File: config.mk
export PLATFORM = sky130hd
export DESIGN_NAME = param_cpu_core
export DESIGN_NICKNAME = d
export VERILOG_FILES = /design/src/rtl/param_cpu_core.sv
export SDC_FILE = /design/constraint.sdc
export NUM_CORES = 1
export LEC_CHECK = 0
export CORE_MARGIN = 5
export CORE_UTILIZATION = 37
export CTS_CLUSTER_DIAMETER = 200
export DETAILED_ROUTE_END_ITERATION = 7
export PLACE_DENSITY_LB_ADDON = 0.05
export REMOVE_ABC_BUFFERS = 1
export SLEW_MARGIN = 20
export SYNTH_ARGS = -nofsm -noshare
export SYNTH_HDL_FRONTEND = slang
export SYNTH_SLANG_ARGS = --single-unit
File: constraint.sdc
create_clock -name clk -period 4.9 [get_ports clk]
set_input_delay 1.47 -clock clk [delete_from_list [all_inputs] [get_ports clk]]
set_output_delay 1.47 -clock clk [all_outputs]
set_load 0.1 [all_outputs]
File: src/rtl/param_cpu_core.sv
// param_cpu_core: multi-cycle 16-register CPU with a fetch/decode/execute FSM.
// Instructions come from a synchronous ROM and data from a synchronous RAM.
// The 16-bit instruction fields are op=[15:12], d=[11:8], a=[7:4], b=[3:0]
// and k=[7:0].
//
// Parameters:
//   DATA_W  - register/data width (>= 8)
//   PC_W    - program counter / instruction address width
//   DMEM_AW - data memory address width
//
// Ports:
//   clk        - system clock, all state changes on posedge
//   rst        - synchronous active-high reset
//   run        - advance enable, sampled only in FETCH
//   imem_addr  - instruction address (the pc)
//   imem_data  - instruction word, valid the cycle after imem_addr
//   dmem_addr  - data address for LOAD/STORE
//   dmem_wdata - store data
//   dmem_we    - one-cycle store strobe
//   dmem_re    - one-cycle load strobe, dmem_rdata valid next cycle
//   dmem_rdata - load data
//   out_reg    - current value of R1
//   retire     - one-cycle pulse per completed instruction
//   halted     - high once a HALT has retired
module param_cpu_core #(
  parameter int DATA_W  = 8,
  parameter int PC_W    = 8,
  parameter int DMEM_AW = 8
) (
  input  logic               clk,
  input  logic               rst,
  input  logic               run,
  output logic [PC_W-1:0]    imem_addr,
  input  logic [15:0]        imem_data,
  output logic [DMEM_AW-1:0] dmem_addr,
  output logic [DATA_W-1:0]  dmem_wdata,
  output logic               dmem_we,
  output logic               dmem_re,
  input  logic [DATA_W-1:0]  dmem_rdata,
  output logic [DATA_W-1:0]  out_reg,
  output logic               retire,
  output logic               halted
);

  localparam logic [3:0] OP_NOP   = 4'h0;
  localparam logic [3:0] OP_LOAD  = 4'h1;
  localparam logic [3:0] OP_STORE = 4'h2;
  localparam logic [3:0] OP_SET   = 4'h3;
  localparam logic [3:0] OP_LT    = 4'h4;
  localparam logic [3:0] OP_EQ    = 4'h5;
  localparam logic [3:0] OP_BEQ   = 4'h6;
  localparam logic [3:0] OP_BNEQ  = 4'h7;
  localparam logic [3:0] OP_ADD   = 4'h8;
  localparam logic [3:0] OP_SUB   = 4'h9;
  localparam logic [3:0] OP_SHL   = 4'hA;
  localparam logic [3:0] OP_SHR   = 4'hB;
  localparam logic [3:0] OP_AND   = 4'hC;
  localparam logic [3:0] OP_OR    = 4'hD;
  localparam logic [3:0] OP_INV   = 4'hE;
  localparam logic [3:0] OP_XOR   = 4'hF;

  typedef enum logic [2:0] {
    S_FETCH, S_DECODE, S_EXEC, S_MEM, S_HALT
  } state_t;

  state_t              state, state_nxt;
  logic [PC_W-1:0]     pc, pc_nxt, pc_inc, br_tgt;
  logic [15:0]         ir;
  logic [DATA_W-1:0]   regs [16];
  logic [3:0]          f_op, f_d, f_a, f_b;
  logic [7:0]          f_k;
  logic [DATA_W-1:0]   ra, rb, rd;
  logic [DMEM_AW-1:0]  mem_addr;
  logic                rf_we;
  logic [DATA_W-1:0]   rf_wdata;

  // ALU for the register-register opcodes. Shift amounts are the full
  // unsigned R[b]; a shift by DATA_W or more yields 0 by SV shift semantics.
  function automatic logic [DATA_W-1:0] alu(input logic [3:0] op,
                                            input logic [DATA_W-1:0] a,
                                            input logic [DATA_W-1:0] b);
    case (op)
      OP_LT:   return {{(DATA_W-1){1'b0}}, (a < b)};
      OP_EQ:   return {{(DATA_W-1){1'b0}}, (a == b)};
      OP_ADD:  return a + b;
      OP_SUB:  return a - b;
      OP_SHL:  return a << b;
      OP_SHR:  return a >> b;
      OP_AND:  return a & b;
      OP_OR:   return a | b;
      OP_INV:  return ~a;
      OP_XOR:  return a ^ b;
      default: return '0;
    endcase
  endfunction

  assign f_op = ir[15:12];
  assign f_d  = ir[11:8];
  assign f_a  = ir[7:4];
  assign f_b  = ir[3:0];
  assign f_k  = ir[7:0];

  // Operands are read combinationally, so every read sees the value from
  // before this instruction's own write.
  assign ra = regs[f_a];
  assign rb = regs[f_b];
  assign rd = regs[f_d];

  assign pc_inc   = pc + 1'b1;
  // Casts truncate or zero-extend as needed; the low bits of a sum depend only
  // on the low bits of its operands.
  assign br_tgt   = PC_W'(rb);
  assign mem_addr = DMEM_AW'(ra) + DMEM_AW'(f_b);

  assign imem_addr = pc;
  assign out_reg   = regs[1];
  assign halted    = (state == S_HALT);

  always_comb begin
    state_nxt  = state;
    pc_nxt     = pc;
    retire     = 1'b0;
    dmem_we    = 1'b0;
    dmem_re    = 1'b0;
    dmem_addr  = '0;
    dmem_wdata = '0;
    rf_we      = 1'b0;
    rf_wdata   = '0;
    case (state)
      // FETCH: pc is on imem_addr; the ROM word arrives next cycle.
      S_FETCH: if (run) state_nxt = S_DECODE;
      // DECODE: ROM output is latched into ir.
      S_DECODE: state_nxt = S_EXEC;
      // EXEC: most instructions complete here.
      S_EXEC: begin
        state_nxt = S_FETCH;
        pc_nxt    = pc_inc;
        retire    = 1'b1;
        case (f_op)
          OP_NOP: begin
            if (f_d == 4'hF) begin
              state_nxt = S_HALT;
              pc_nxt    = pc;
            end
          end
          OP_LOAD: begin
            dmem_re   = 1'b1;
            dmem_addr = mem_addr;
            retire    = 1'b0;
            pc_nxt    = pc;
            state_nxt = S_MEM;
          end
          OP_STORE: begin
            dmem_we    = 1'b1;
            dmem_addr  = mem_addr;
            dmem_wdata = rd;
          end
          OP_SET: begin
            rf_we    = 1'b1;
            rf_wdata = DATA_W'(f_k);
          end
          OP_BEQ:  if (rd == ra) pc_nxt = br_tgt;
          OP_BNEQ: if (rd != ra) pc_nxt = br_tgt;
          default: begin
            rf_we    = 1'b1;
            rf_wdata = alu(f_op, ra, rb);
          end
        endcase
      end
      // MEM: load data returns from the RAM.
      S_MEM: begin
        rf_we     = 1'b1;
        rf_wdata  = dmem_rdata;
        pc_nxt    = pc_inc;
        retire    = 1'b1;
        state_nxt = S_FETCH;
      end
      S_HALT:  state_nxt = S_HALT;
      default: state_nxt = S_FETCH;
    endcase
    // Reset aborts whatever is in flight, including external strobes.
    if (rst) begin
      dmem_we = 1'b0;
      dmem_re = 1'b0;
      retire  = 1'b0;
    end
  end

  always_ff @(posedge clk) begin
    if (rst) begin
      state <= S_FETCH;
      pc    <= '0;
      ir    <= '0;
      for (int i = 0; i < 16; i++) regs[i] <= '0;
    end else begin
      state <= state_nxt;
      pc    <= pc_nxt;
      if (state == S_DECODE) ir <= imem_data;
      if (rf_we) regs[f_d] <= rf_wdata;
    end
  end

endmodule

==> flow_summary.yaml <==
logic_synthesis:
  muxShareOfSynthArea_pct: 20.29
  yosysMostFrequentCell: "edfxtp_1"
  synth_top_area_share_pct: 33.23
  synth-compound-area-share_pct: 14.13
  synth_fa_ha_area_share_pct: 3.764
  ys_seq_area_share_pct: 39.98
  synth_top_cells_by_count: "edfxtp_1, nand2_1, nor2_1"
  synth_top_family_by_area: "multiplexers"
  yosysTopAreaCell: "edfxtp_1"
  synth_edf_count: 128
  synth_top_cells_by_area: "edfxtp_1, mux4_2, dfxtp_1"
  async_flop_share_pct: 0
  synthSimpleGateAreaFrac_pct: 16.68
  ys_warn_count: 0
  synth_xor_area_share_pct: 1.060
  ys_ff_latch: 167
  syn_area_um2: 11570
  avgSynthCellArea_um2: 10.81
  synth.distinct_cells: 80
  ys.flop_type: "edfxtp_1"
  syn-instance-count: 1070
cells_and_area:
  fillers: 2988
  n_antenna_cell: 0
  drive_above_1_share_pct: 25.36
  multi_input_area_um2: 6591
  regArea_um2: 4631
  finalNonFillerCells: 1579
  area_growth_pct: 21.46
  fin_util_pct: 45.69
  nNetsFinal: 1231
drt:
  dr.pass1.iters: 6
  drt-vias-per-instance: 6.134
  postRouteAntennaNets: 0
  wirelength_um: 45520
  first_iter_violations: 1049
  drc: 0
  num_vias: 9685
  wire_per_inst_um: 28.83
floorplanning:
  core_area_um2: 30750
  fp.dieH_um: 186.8
  num_rows: 64
  die_x_um: 186.8
  num_io_pins: 63
  start_util_pct: 37.62
  die_area_um2: 34900
grt:
  overflow: 0
  grt_pass1_wl_um: 66190
  antenna_found_initial: 0
  grt_start_max_net_pins: 38
  gr-usage-all-layers_pct: 25.57
  grt_pass1_vias: 9656
place:
  hpwl_um: 34560
  pre_cts_ws_ns: 0.1303
  portBuffers: 62
  gp_congestion: 0.9693
  dp_cells: 1537
setup_path:
  arrival_ns: 3.46
  cp-end-kind: "output port"
  crit_cells: 14
  r2r_end: "regs[7][0]"
  path_class: "reg2out"
  reg2reg_depth: 15
  cp-endpoint: "dmem_addr[7]"
  crit_slowest_cell: "mux4_2"
  path_cells: "buf_12, buf_8, mux4_2, a22oi_2, nand2_2, ha_4, a21o_1, a21oi_2, nor2b_2, o21a_1, nand3_2, xnor2_1, nor2_2, buf_12"
  critPathMaxFanout: 8
  worst_path_dominant_cell_family: "compound AO/OA/AOI/OAI gates"
  worst-path-buf-inv: 3
  required_ns: 3.43
  cp_common_cell: "buf_12"
  cp-start-kind: "flip-flop"
  slowest_delay_ns: 0.50
  r2r_slack_ns: 0.21
clock_tree:
  cts_inserted_buffers: 17
  clk_latency_ns: 0.45
  cts_buffer_depth: 2
  cts-root-buf: "clkbuf_16"
  cts_tree: "yes"
  clk_pin_slew_ns: 0.07
  cts_sinks: 167
  holdBufCountCts: 0
  cts_max_level: 4
timing:
  final-max-slew-violation-count: 0
  tns_ns: -0.03391
  worst_slack_ns: -0.03391
  finalSetupViolations: 1
  tightest_slew_ns: 1.020
  slew_headroom_pct: 31.12
  post-route-period-util_pct: 100.7
  rsz0062_at_grt: "true"
  hold_slack_ns: 0.4930
  fin_crit_ns: 4.934
  fmax_mhz: 202.7
  hold_viol_final: 0
  fin_worst_skew_ns: 0.01083
status:
  violations: "negative setup slack"
  status: "finished with violations"
hold_path:
  min_from: "ir[14]"
  hold_class: "reg2reg"
pwr:
  total_leakage_power_nw: 4.698
  switching_share_pct: 31.57
  peakVddDrop_mv: 0.2382
  p_clk_share_pct: 34.3
  p_seq_share_pct: 41.7
  comb_power_share_pct: 24.0
  p_per_area_nw_per_um2: 281.3
  power.internal_w: 0.002705
  switching_power_w: 0.001248
run:
  cap_violations: 0
state kept, by name (all words and copies together), names as in the netlist, named ones only:
signal,count
imem_addr,8
ir,16
regs,128
state,3
final cells by class:
class	count	area share (%)
clock buffers	17	3.028
well taps	396	3.527
clock inverters	14	1.078
multi-input cells	795	46.91
flip-flops and latches	167	32.96
inverters	29	0.7748
repair buffers	161	11.72
what timing repair did:
action | CTS | global route
setup buffers | 5 | 6
pin swaps | 6 | 16
endpoints found under the setup margin | 5 | 5
resized for setup | 17 | 13
hold endpoints to repair | 0 | 0
tightest hold or removal path: cells and delay by family (launching register included):
kind            cells  cell delay [ns]
flops               1             0.33
compound gates      1             0.06
simple gates        1             0.06
layer usage:
metal | up-vias | wire, µm | global-route usage [%]
met1 | 4884 | 19050 | 33.61
met2 | 422 | 22240 | 42.77
met3 | 80 | 2546 | 4.293
li1 | 4299 | - | -
met4 | 0 | 1689 | 9.414
met5 | - | 0 | 0
per-stage QoR:
step,cell area [µm²],total power (W)
after floorplan,11200,0.002215
after global placement,13260,0.002595
after detailed placement,13260,0.002588
after CTS,13950,0.003946
after global routing,14050,0.004099
final,14050,0.003952
kinds of logic (layout without fill, tap and decap cells):
group                    Yosys count  in the layout
XOR/XNOR                          14             14
flip-flops                       167            167
AO/OA/AOI/OAI                    239            239
buffers and inverters            108            221
multiplexers                     120            120
AND/OR/NAND/NOR                  389            389
adder cells (fa/ha/maj)           33             33
power by group through the flow:
| stage | Combinational, W | Sequential, W | Clock, W |
|---|---|---|---|
| after global placement | 0.000916 | 0.00168 | 0 |
| after CTS | 0.000925 | 0.00165 | 0.00137 |
| after global routing | 0.00101 | 0.00165 | 0.00144 |
| final | 0.000949 | 0.00165 | 0.00135 |
| after floorplan | 0.000492 | 0.00172 | 0 |
| after detailed placement | 0.000910 | 0.00168 | 0 |
how the worst min path moves through the flow:
stage / slack, ns / endpoint / cells past startpoint
2_1_floorplan: 0.44 / flip-flop / 2
3_3_place_gp: 0.47 / ir[14] / 2
3_5_place_dp: 0.48 / ir[5] / 2
4_1_cts: 0.50 / ir[14] / 2
5_1_grt: 0.52 / ir[7] / 2
6_report: 0.49 / ir[14] / 2
cell usage in the layout, fill, tap and decap left out, types with 12 or more instances in the layout:
cell,instances
mux2i_1,26
buf_12,25
nand2b_1,26
a21oi_1,67
mux4_2,91
o21ai_0,21
buf_4,88
a31oi_1,14
nand2_1,101
nor3_1,25
dfxtp_1,36
edfxtp_1,128
ha_1,27
clkdlybuf4s50_1,42
clkbuf_16,17
a22oi_1,27
inv_1,25
nand3_1,21
nor2_2,13
o211ai_1,12
nor2_1,91
nor2b_1,48
xnor2_1,12
(Power assumes the default switching activity.)
